File: config.mk
export PLATFORM = sky130hd
export DESIGN_NAME = riscv_gpio_port_flat
export DESIGN_NICKNAME = d
export VERILOG_FILES = /design/src/rtl/riscv_gpio_pkg.sv /design/src/rtl/riscv_gpio_if.sv /design/src/rtl/riscv_gpio_port_debounce.sv /design/src/rtl/riscv_gpio_port.sv /design/src/flat_wrapper.sv
export SDC_FILE = /design/constraint.sdc
export NUM_CORES = 1
export LEC_CHECK = 0
export CAP_MARGIN = 20
export CORE_ASPECT_RATIO = 0.6
export CORE_MARGIN = 4
export CORE_UTILIZATION = 45
export CTS_CLUSTER_DIAMETER = 50
export DETAILED_ROUTE_END_ITERATION = 6
export DONT_BUFFER_PORTS = 1
export GPL_TIMING_DRIVEN = 0
export SYNTH_ARGS = -nofsm -noshare
export SYNTH_HDL_FRONTEND = slang
export SYNTH_SLANG_ARGS = --single-unit
File: constraint.sdc
create_clock -name clk -period 2.8 [get_ports clk]
set_input_delay 0.28 -clock clk [delete_from_list [all_inputs] [get_ports clk]]
set_output_delay 0.28 -clock clk [all_outputs]
set_load 0.01 [all_outputs]
File: src/rtl/riscv_gpio_pkg.sv
// Shared constants for the RISC-V GPIO peripheral: bus width and register offsets.
package riscv_gpio_pkg;

  localparam int BUS_W = 32;

  localparam logic [3:0] GPIO_OUT_OFS   = 4'h0;
  localparam logic [3:0] GPIO_IN_OFS    = 4'h4;
  localparam logic [3:0] GPIO_EDGE_OFS  = 4'h8;
  localparam logic [3:0] GPIO_IRQEN_OFS = 4'hC;

endpackage

File: src/rtl/riscv_gpio_if.sv
// Core data-bus slice seen by the GPIO peripheral: single-cycle select with a one-cycle read strobe.
interface riscv_gpio_if;
  import riscv_gpio_pkg::*;

  logic             bus_sel;
  logic             bus_we;
  logic [3:0]       bus_addr;
  logic [BUS_W-1:0] bus_wdata;
  logic [BUS_W-1:0] bus_rdata;
  logic             bus_rvalid;

  modport master (
    output bus_sel, bus_we, bus_addr, bus_wdata,
    input  bus_rdata, bus_rvalid
  );

  modport slave (
    input  bus_sel, bus_we, bus_addr, bus_wdata,
    output bus_rdata, bus_rvalid
  );

endinterface

File: src/rtl/riscv_gpio_port_debounce.sv
// Pin input conditioning: 2-flop synchroniser, periodic sample tick and a two-sample agreement filter.
module gpio_debounce #(
  parameter int W       = 32,
  parameter int DEB_DIV = 4
) (
  input  logic         clk,
  input  logic         reset,
  input  logic [W-1:0] pin_in,
  output logic [W-1:0] deb_out,
  output logic [W-1:0] rise_out
);

  localparam int            CW       = (DEB_DIV > 1) ? $clog2(DEB_DIV) : 1;
  localparam logic [CW-1:0] CNT_LAST = CW'(DEB_DIV - 1);

  logic [W-1:0]  sync1_q, sync1_d;
  logic [W-1:0]  sync2_q, sync2_d;
  logic [W-1:0]  samp_q, samp_d;
  logic [W-1:0]  deb_q, deb_d;
  logic [CW-1:0] cnt_q, cnt_d;
  logic          tick;
  logic [W-1:0]  agree;

  always_comb begin
    sync1_d = pin_in;
    sync2_d = sync1_q;
    tick    = (cnt_q == CNT_LAST);
    cnt_d   = tick ? '0 : cnt_q + CW'(1);
    agree   = ~(sync2_q ^ samp_q);
    samp_d  = tick ? sync2_q : samp_q;
    // A bit only moves once the new sample matches the previous one.
    deb_d   = tick ? ((agree & sync2_q) | (~agree & deb_q)) : deb_q;
  end

  always_ff @(posedge clk) begin
    if (reset) begin
      sync1_q <= '0;
      sync2_q <= '0;
      samp_q  <= '0;
      deb_q   <= '0;
      cnt_q   <= '0;
    end else begin
      sync1_q <= sync1_d;
      sync2_q <= sync2_d;
      samp_q  <= samp_d;
      deb_q   <= deb_d;
      cnt_q   <= cnt_d;
    end
  end

  assign deb_out  = deb_q;
  // Rise is taken from the next-state value so EDGE latches on the same edge IN changes.
  assign rise_out = deb_d & ~deb_q;

endmodule

File: src/rtl/riscv_gpio_port.sv
// Memory-mapped GPIO: output register, debounced input, sticky W1C rising-edge status and level IRQ.
module riscv_gpio_port
  import riscv_gpio_pkg::*;
#(
  parameter int               IN_W      = 32,
  parameter int               OUT_W     = 8,
  parameter int               DEB_DIV   = 4,
  parameter logic [OUT_W-1:0] OUT_RESET = '0
) (
  input  logic             clk,
  input  logic             reset,
  riscv_gpio_if.slave      bus,
  input  logic [IN_W-1:0]  gpio_port_in,
  output logic [OUT_W-1:0] gpio_port_out,
  output logic             irq
);

  logic [OUT_W-1:0] out_q, out_d;
  logic [IN_W-1:0]  edge_q, edge_d;
  logic [IN_W-1:0]  irqen_q, irqen_d;
  logic [BUS_W-1:0] rdata_q, rdata_d;
  logic             rvalid_q, rvalid_d;

  logic [IN_W-1:0]  in_deb;
  logic [IN_W-1:0]  in_rise;
  logic [IN_W-1:0]  edge_clr;
  logic [BUS_W-1:0] rd_mux;
  logic [3:0]       word_addr;
  logic             wr_en, rd_en;
  logic             unused_addr_lsb;

  gpio_debounce #(
    .W       (IN_W),
    .DEB_DIV (DEB_DIV)
  ) u_debounce (
    .clk      (clk),
    .reset    (reset),
    .pin_in   (gpio_port_in),
    .deb_out  (in_deb),
    .rise_out (in_rise)
  );

  always_comb begin
    wr_en     = bus.bus_sel & bus.bus_we;
    rd_en     = bus.bus_sel & ~bus.bus_we;
    word_addr = {bus.bus_addr[3:2], 2'b00};

    out_d    = out_q;
    irqen_d  = irqen_q;
    edge_clr = '0;
    if (wr_en) begin
      case (word_addr)
        GPIO_OUT_OFS:   out_d    = bus.bus_wdata[OUT_W-1:0];
        GPIO_EDGE_OFS:  edge_clr = bus.bus_wdata[IN_W-1:0];
        GPIO_IRQEN_OFS: irqen_d  = bus.bus_wdata[IN_W-1:0];
        default: ;
      endcase
    end
    // A rise on the same edge as a clear must not be lost.
    edge_d = (edge_q & ~edge_clr) | in_rise;

    rd_mux = '0;
    case (word_addr)
      GPIO_OUT_OFS:   rd_mux[OUT_W-1:0] = out_q;
      GPIO_IN_OFS:    rd_mux[IN_W-1:0]  = in_deb;
      GPIO_EDGE_OFS:  rd_mux[IN_W-1:0]  = edge_q;
      GPIO_IRQEN_OFS: rd_mux[IN_W-1:0]  = irqen_q;
      default:        rd_mux            = '0;
    endcase
    rdata_d  = rd_en ? rd_mux : rdata_q;
    rvalid_d = rd_en;
  end

  always_ff @(posedge clk) begin
    if (reset) begin
      out_q    <= OUT_RESET;
      edge_q   <= '0;
      irqen_q  <= '0;
      rdata_q  <= '0;
      rvalid_q <= 1'b0;
    end else begin
      out_q    <= out_d;
      edge_q   <= edge_d;
      irqen_q  <= irqen_d;
      rdata_q  <= rdata_d;
      rvalid_q <= rvalid_d;
    end
  end

  assign bus.bus_rdata  = rdata_q;
  assign bus.bus_rvalid = rvalid_q;
  assign gpio_port_out  = out_q;
  assign irq            = |(edge_q & irqen_q);

  assign unused_addr_lsb = ^bus.bus_addr[1:0];

endmodule
File: src/flat_wrapper.sv
// flat-port wrapper written by rule: the top's interface ports become plain ports
module riscv_gpio_port_flat import riscv_gpio_pkg::*;
#(
  parameter int               IN_W      = 32,
  parameter int               OUT_W     = 8,
  parameter int               DEB_DIV   = 4,
  parameter logic [OUT_W-1:0] OUT_RESET = '0
)
  (clk, reset, gpio_port_in, gpio_port_out, irq, bus_bus_sel, bus_bus_we, bus_bus_addr, bus_bus_wdata, bus_bus_rdata, bus_bus_rvalid);
  riscv_gpio_if bus_i ();
  input  logic clk;
  input  logic reset;
  input  logic [IN_W-1:0] gpio_port_in;
  output logic [OUT_W-1:0] gpio_port_out;
  output logic irq;
  input wire logic [$bits(bus_i.bus_sel)-1:0] bus_bus_sel;
  input wire logic [$bits(bus_i.bus_we)-1:0] bus_bus_we;
  input wire logic [$bits(bus_i.bus_addr)-1:0] bus_bus_addr;
  input wire logic [$bits(bus_i.bus_wdata)-1:0] bus_bus_wdata;
  output wire logic [$bits(bus_i.bus_rdata)-1:0] bus_bus_rdata;
  output wire logic [$bits(bus_i.bus_rvalid)-1:0] bus_bus_rvalid;
  assign bus_i.bus_sel = bus_bus_sel;
  assign bus_i.bus_we = bus_bus_we;
  assign bus_i.bus_addr = bus_bus_addr;
  assign bus_i.bus_wdata = bus_bus_wdata;
  assign bus_bus_rdata = bus_i.bus_rdata;
  assign bus_bus_rvalid = bus_i.bus_rvalid;
  riscv_gpio_port #(.IN_W(IN_W), .OUT_W(OUT_W), .DEB_DIV(DEB_DIV), .OUT_RESET(OUT_RESET)) u_core (.clk(clk), .reset(reset), .bus(bus_i), .gpio_port_in(gpio_port_in), .gpio_port_out(gpio_port_out), .irq(irq));
endmodule
---- Word-level counts from Yosys, hierarchy flattened ----
Index checks and enable logic that the tools add are counted.
Widths: inputs -> output; s select.
operators by class
  $mul .................................... 0
  shift operators ......................... 0
  div/mod/pow operators ................... 0
  mux-type cells .......................... 5
  magnitude comparators ................... 0
  equal/unequal tests ..................... 4
  add/sub/neg operators ................... 1
  bitwise operators ....................... 15
  reduce and logical (&&, ||, !) cells .... 5
operators with widths
  operator             number
  $and 32x32->32       5
  $not 32->32          4
  $mux 32              3
  $pmux 24 s3          1
  $or 32x32->32        2
  $pmux 8 s4           1
  $reduce_or 32->1     1
  $xor 32x32->32       1
  $eq 2x2->1 const B   3
  $reduce_and 2->1     2
  $add 2x1->2 const B  1
  $and 1x1->1          2
  $eq 2x1->1 const B   1
  $logic_not 2->1      1
  $reduce_or 2->1      1
  $not 1->1            1
word-level totals
  latch bits .............................. 0
  word-level logic and storage cells ...... 40
  bits in writable memories ............... 0
  input port bits ......................... 72
  flip-flop bits (word level) ............. 235
  memories ................................ 0
  ROM bits ................................ 0

---- Depth between registers and ports, before layout ----
Gate-level depths: netlist of the first run.
  depth in word-level cells ............... 8
  gate-level depth with buffers ........... 6
  depth with buffers taken out ............ 4

---- Cells and area by module ----
Synthesis of the first run repeated with hierarchy kept, for this count alone.
unflattened totals
  cells, all modules ...................... 1003
  area, all modules ....................... 9820.7 µm²
modules (own cells, without submodules)
  module           area an instance (µm²)  times used  cells each
  gpio_debounce    5316.3                  1           517
  riscv_gpio_port  4504.3                  1           486

---- Worst setup path after synthesis of the first run ----
Ideal clock, no wire load.
  path kind ............................... reg-to-output
  from .................................... reg u_core.edge_q[26]
  to ...................................... out irq
  arrival time ............................ 1132 ps
  slack ................................... 1388 ps
  required time ........................... 2520 ps
  cell stages (with the launch flop) ...... 4
  path through ............................ dfxtp_1 > a22oi_1 > nand4_1 > or4_1
between the ends
  longest elaborated chain between the ends .. 2
ends and longest elaborated chain
  item                      RTL line               source
  start: declaration        riscv_gpio_port.sv:19  logic [IN_W-1:0] edge_q, edge_d;
  start signal: assignment  riscv_gpio_port.sv:83  edge_q <= edge_d;
  $and 32x32->32            riscv_gpio_port.sv:93  assign irq = |(edge_q & irqen_q);
  $reduce_or 32->1          riscv_gpio_port.sv:93
  end: declaration          flat_wrapper.sv:15     output logic irq;
Every way passes these cells.

---- Worst setup path after layout of the first run ----
  from .................................... reg u_core.irqen_q[19]
  to ...................................... out irq
between the ends
  longest elaborated chain between the ends .. 2
ends and longest elaborated chain
  item                      RTL line               source
  start: declaration        riscv_gpio_port.sv:20  logic [IN_W-1:0] irqen_q, irqen_d;
  start signal: assignment  riscv_gpio_port.sv:84  irqen_q <= irqen_d;
  $and 32x32->32            riscv_gpio_port.sv:93
  $reduce_or 32->1          riscv_gpio_port.sv:93
Every way passes these cells.

==> results of run 1 <==
[flip-flops by register name (all words and copies together) (netlist names)]
register,cells
u_core.bus.bus_rdata,32
u_core.bus.bus_rvalid,1
u_core.u_debounce.samp_q,32
u_core.edge_q,32
u_core.u_debounce.cnt_q,2
u_core.u_debounce.sync2_q,32
u_core.irqen_q,32
u_core.u_debounce.deb_out,32
u_core.u_debounce.sync1_q,32
u_core.gpio_port_out,8
[path summary, 6_finish.rpt]
check                                                                 to  slack (ns)  depth (start not counted)
worst max-delay path                                                 irq        0.56                          3
worst min-delay path                        u_core.edge_q[18]$_SDFF_PP0_        0.01                          3
worst max register to register  u_core.u_debounce.deb_out[24]$_SDFF_PP0_        0.67                          5
worst min register to register     u_core.u_debounce.cnt_q[0]$_SDFF_PP0_        0.43                          1
[report_power, final]
part / switching (mW) / leakage (nW) / total [mW] / internal [mW]
clock network: 1.26 / 0.333 / 2.85 / 1.59
logic: 0.222 / 1.51 / 0.370 / 0.148
registers: 0.0329 / 1.91 / 3.44 / 3.41
total: 1.51 / 3.76 / 6.66 / 5.15
[per-layer routing]
layer  share of wire (%)  GRT usage, %  vias up  wire (µm)
met2                  40          33.8      260      10400
li1                    -             -     3457          -
met4                 1.1          3.13        0        280
met3                 9.2          6.15       31       2400
met5                   0             0        -          0
met1                  50          35.8     3441      12900
[cells by family (layout without fill, tap and decap cells)]
kind of cell / count (synthesis) / after routing
buffers and inverters: 95 / 197
AO/OA/AOI/OAI: 296 / 296
AND/OR/NAND/NOR: 288 / 288
multiplexers: 40 / 40
adder cells (fa/ha/maj): 1 / 1
flip-flops: 235 / 235
[worst reg2reg max path, stage by stage (launching register included)]
cell      delay [ns]
dfxtp_1         0.34
ha_1            0.41
clkinv_1        0.50
clkbuf_1        0.40
o21ai_0         0.25
a21oi_1         0.09
[Yosys cell counts (14+ instances only)]
master,number,share of area (%)
inv_1,32,1.4
nand2_1,104,4.5
nand3b_1,32,2.7
buf_2,14,0.80
a22oi_1,40,3.4
and2_1,32,2.3
o21ai_0,96,5.5
a21oi_1,160,9.1
nor2b_1,65,4.6
nor2_1,41,1.8
mux2_2,24,3.1
clkbuf_1,35,1.5
dfxtp_1,235,54
[final cells by class]
type | count | area, µm²
Sequential cell | 235 | 4700
Clock inverter | 5 | 28.8
Inverter | 33 | 124
Timing Repair Buffer | 64 | 641
Fill cell | 1750 | 8670
Clock buffer | 33 | 643
Multi-Input combinational cell | 625 | 3640
Tap cell | 266 | 333
Buffer | 62 | 295
[timing repair]
action | CTS | global route
hold endpoints to repair | 73 | 0
gates resized for setup | 0 | 0
hold buffers | 64 | 0
==> qor.csv, run 1 <==
metric,value,unit
status,"finished, final reports clean",
post_drt_wl_per_cell,19.6,µm
tns,0,ns
worstPathBufferInverterCount,0,
critPathMaxStageDelay,0.56,ns
path_cells,a22oi_1 -> nand4_1 -> or4_1,
critPathTopFamily,simple AND/OR/NAND/NOR gates,
maxCapViolCount,0,
synth.distinct_cells,32,
muxShareOfSynthArea,6.31,%
via_count,7189,
crit_required,2.52,ns
clkLatencyLatePin,0.51,ns
vdd_drop_max,0.000449,V
initial_core_util,46.0,%
worstSetupStartpointType,register,
placed_area,0.00910,mm²
power,6.66,mW
report.final.slew_viol_count,0,
finalCritPeriodShare,80.1,%
syn-num-nets,1028,
dp_cells,1221,
fin_ws,0.557,ns
crit_arrival,1.96,ns
slew_headroom,47.0,%
boundaryPins,114,
holdWs,0.0147,ns
clk_pin_slew_worst_paths,0.06,ns
synth_top_flop_cell,dfxtp_1,
netlist_area,0.00877,mm²
numCtsBuffers,23,
syn_area_per_cell,9.18,µm²
period_minus_slack,2.24,ns
synth_compound_area_share,18.0,%
synth_edf_count,0,
die_height,116,µm
yosysWarningCount,0,
drive_gt1_share,7.57,%
htreeDepth,1,
drc,0,
endpoint_kind,primary output,
tightest_slew,0.795,ns
finalInstanceArea,0.0104,mm²
drt_iter0_drc,632,
p_leak,3.76,nW
antennaDiodeCount,0,
totalWireLength,26000,µm
min-delay-start,bus_bus_wdata[18],
port-buffer-count,0,
startpoint,u_core.irqen_q[19]$_SDFFE_PP0P_,
post_cts_buffers,0,
routed_via_density,5.43,
synthCells,955,
critPathKind,register to primary output,
final_cell_mix,"235 x dfxtp_1, 160 x a21oi_1, 104 x nand2_1, 96 x o21ai_0, 65 x nor2b_1",
drt_first_pass_iters,5,
hold_viol_final,0,
hpwl,18100,µm
grt_antenna_before_repair,0,
stdcell_count,1323,
die_w,188,µm
setup_viol,0,
root_buffer,clkbuf_16,
min_path_type,input port to register,
max_freq,0.446,GHz
cts_tree,built,
final_common_cell,dfxtp_1,
drtAntennaViolNets,0,
async_flop_share,0,%
synth_top_family_by_area,compound AO/OA/AOI/OAI gates,
die_area,0.0219,mm²
synthXorXnorAreaFrac,0,%
grt_max_degree,14,
powerDensity,640,mW/mm²
finClkSkew,0.00850,ns
cp_slowest_cell,or4_1,
timing.rr.start,u_core.u_debounce.cnt_q[0]$_SDFF_PP0_,
final_nets,1117,
rows,39,
seq_area_frac_synth,53.7,%
critPathMaxFanout,3,
grt_pass1_wl,39500,µm
cts_buffer_depth,3,
final_core_util,54.6,%
rsz0062_at_grt,no,
routabilityCongestion,0.859,
overflow,0,
ys_ff_latch,235,
gr-usage-all-layers,23.3,%
grt_pass1_vias,6709,
core-area,0.0191,mm²
synthAdderAreaFrac,0.143,%
area_growth,18.8,%
clock_sinks,235,
dp_slack,0.711,ns
synthSimpleGateAreaFrac,17.1,%
Note: power is estimated with default switching activity, not from simulation.
==> inputs of run 2 (changes only) <==
==> constraint.sdc (replaced) <==
create_clock -name clk -period 2.2 [get_ports clk]
set_input_delay 0.22 -clock clk [delete_from_list [all_inputs] [get_ports clk]]
set_output_delay 0.22 -clock clk [all_outputs]
set_load 0.01 [all_outputs]
==> qor.csv, run 2 (synthesis gave the netlist of run 1 again) <==
metric,value,unit,change
clock_sinks,235,,unchanged
routabilityCongestion,0.859,,unchanged
worstSetupStartpointType,register,,unchanged
period_minus_slack,2.12,ns,
die_w,188,µm,unchanged
die_height,116,µm,unchanged
clkLatencyLatePin,0.52,ns,was 0.51 ns
grt_max_degree,14,,unchanged
holdWs,0.0316,ns,was 0.0147 ns
drt_iter0_drc,684,,was 632
overflow,0,,unchanged
max_freq,0.472,GHz,
critPathMaxFanout,3,,unchanged
hpwl,18100,µm,unchanged
die_area,0.0219,mm²,unchanged
report.final.slew_viol_count,0,,unchanged
core-area,0.0191,mm²,unchanged
routed_via_density,5.37,,was 5.43
slew_headroom,45.6,%,was 47.0%
multiInputGateArea,0.00365,mm²,was 0.00364 mm²
grt_antenna_before_repair,1,,was 0
worstPathBufferInverterCount,0,,unchanged
rsz0062_at_grt,no,,unchanged
via_count,7127,,was 7189
clk_pin_slew_worst_paths,0.06,ns,about the same
tightest_slew,0.816,ns,was 0.795 ns
path_cells,a22oi_1 -> nand4_1 -> or4_1,,unchanged
crit_required,1.98,ns,was 2.52 ns
boundaryPins,114,,unchanged
hold_viol_final,0,,unchanged
tns,0,ns,unchanged
critPathMaxStageDelay,0.68,ns,was 0.56 ns
powerDensity,813,mW/mm²,was 640 mW/mm²
finClkSkew,0.00980,ns,was 0.00850 ns
p_leak,3.77,nW,was 3.76 nW
initial_core_util,46.0,%,unchanged
critPathKind,register to primary output,,unchanged
drive_gt1_share,8.02,%,was 7.57%
crit_arrival,1.90,ns,was 1.96 ns
rows,39,,unchanged
final_nets,1120,,was 1117
numCtsBuffers,23,,unchanged
htreeDepth,1,,unchanged
cp_slowest_cell,or4_1,,unchanged
min_path_type,input port to register,,unchanged
totalWireLength,25500,µm,was 26000 µm
post_drt_wl_per_cell,19.2,µm,was 19.6 µm
endpoint_kind,primary output,,unchanged
status,"finished, final reports clean",,unchanged
drc,0,,unchanged
final_cell_mix,"235 x dfxtp_1, 160 x a21oi_1, 104 x nand2_1, 96 x o21ai_0, 65 x nor2b_1",,unchanged
cts_buffer_depth,3,,unchanged
cts_tree,built,,unchanged
regArea,0.00470,mm²,unchanged
finalCritPeriodShare,96.4,%,
gr-usage-all-layers,22.9,%,was 23.3%
area_growth,19.1,%,was 18.8%
power,8.49,mW,was 6.66 mW
maxCapViolCount,0,,unchanged
grt_pass1_wl,39000,µm,was 39500 µm
antennaDiodeCount,0,,unchanged
root_buffer,clkbuf_16,,unchanged
setup_viol,0,,unchanged
vdd_drop_max,0.000572,V,was 0.000449 V
critPathTopFamily,simple AND/OR/NAND/NOR gates,,unchanged
drt_first_pass_iters,5,,unchanged
final_common_cell,dfxtp_1,,unchanged
drtAntennaViolNets,0,,unchanged
grt_pass1_vias,6688,,was 6709
port-buffer-count,0,,unchanged
fillers,1751,,was 1750
-- run 2: changes by cell type in the layout (fill, tap and decap cells not counted) --
cell | before | now
buf_4 | 7 | 10
a22oi_1 | 40 | 39
a22oi_2 | 0 | 1
clkinv_1 | 1 | 0
clkinvlp_4 | 0 | 1
-- run 2: cell type report --
class                           instances  share of cell area, %
Buffer                                 62                   2.83
Clock buffer                           33                   6.16
Clock inverter                          5                  0.276
Inverter                               33                   1.22
Multi-Input combinational cell        625                   34.9
Sequential cell                       235                   45.0
Tap cell                              266                   3.19
Timing Repair Buffer                   67                   6.35
-- run 2: power breakdown --
| group | total [mW] | leakage [nW] | internal (mW) | switching, mW |
|---|---|---|---|---|
| registers | 4.38 | 1.91 | 4.34 | 0.0421 |
| clock network | 3.63 | 0.333 | 2.02 | 1.61 |
| logic | 0.482 | 1.53 | 0.192 | 0.290 |
-- run 2: timing repair --
item	4_1_cts	5_1_grt
resized for setup	0	2
hold buffers	64	0
endpoints found under the hold margin	104	0
buffers inserted	0	3
setup endpoints to repair	0	34
-- run 2: metrics by stage --
| step | utilization (%) | setup WS, ns | std cells | area [µm²] |
|---|---|---|---|---|
| floorplan | - | 0.848 | 955 | 8770 |
| global placement | 47.7 | 0.112 | 1221 | 9100 |
| detailed placement | 47.7 | 0.111 | 1221 | 9100 |
| CTS | 54.6 | 0.0531 | 1323 | 10400 |
| global route | 54.7 | 0.0266 | 1326 | 10400 |
| finish | 54.7 | 0.0799 | 1326 | 10400 |
-- run 2: path summary, 6_finish.rpt --
check,from,end,slack [ns],depth (start not counted)
setup / recovery,u_core.edge_q[6]$_SDFF_PP0_,irq,0.08,3
hold / removal,bus_bus_we,u_core.bus.bus_rdata[2]$_SDFFE_PP0P_,0.03,4
setup reg to reg,u_core.u_debounce.cnt_q[0]$_SDFF_PP0_,u_core.u_debounce.deb_out[24]$_SDFF_PP0_,0.29,6
hold reg to reg,u_core.u_debounce.cnt_q[0]$_SDFF_PP0_,u_core.u_debounce.cnt_q[0]$_SDFF_PP0_,0.43,1
-- run 2: per-layer routing --
| metal | up-vias | share of wire (%) | track usage (%) |
|---|---|---|---|
| met5 | - | 0.027 | 0 |
| met4 | 2 | 1.0 | 3.13 |
| met3 | 31 | 8.3 | 5.68 |
| met2 | 249 | 40 | 33.0 |
| met1 | 3387 | 51 | 35.4 |
| li1 | 3458 | - | - |
-- run 2: tightest hold or removal path: stages --
cell     delay, ns
nor2b_1       0.02
buf_4         0.15
nand2_1       0.06
a21oi_1       0.05
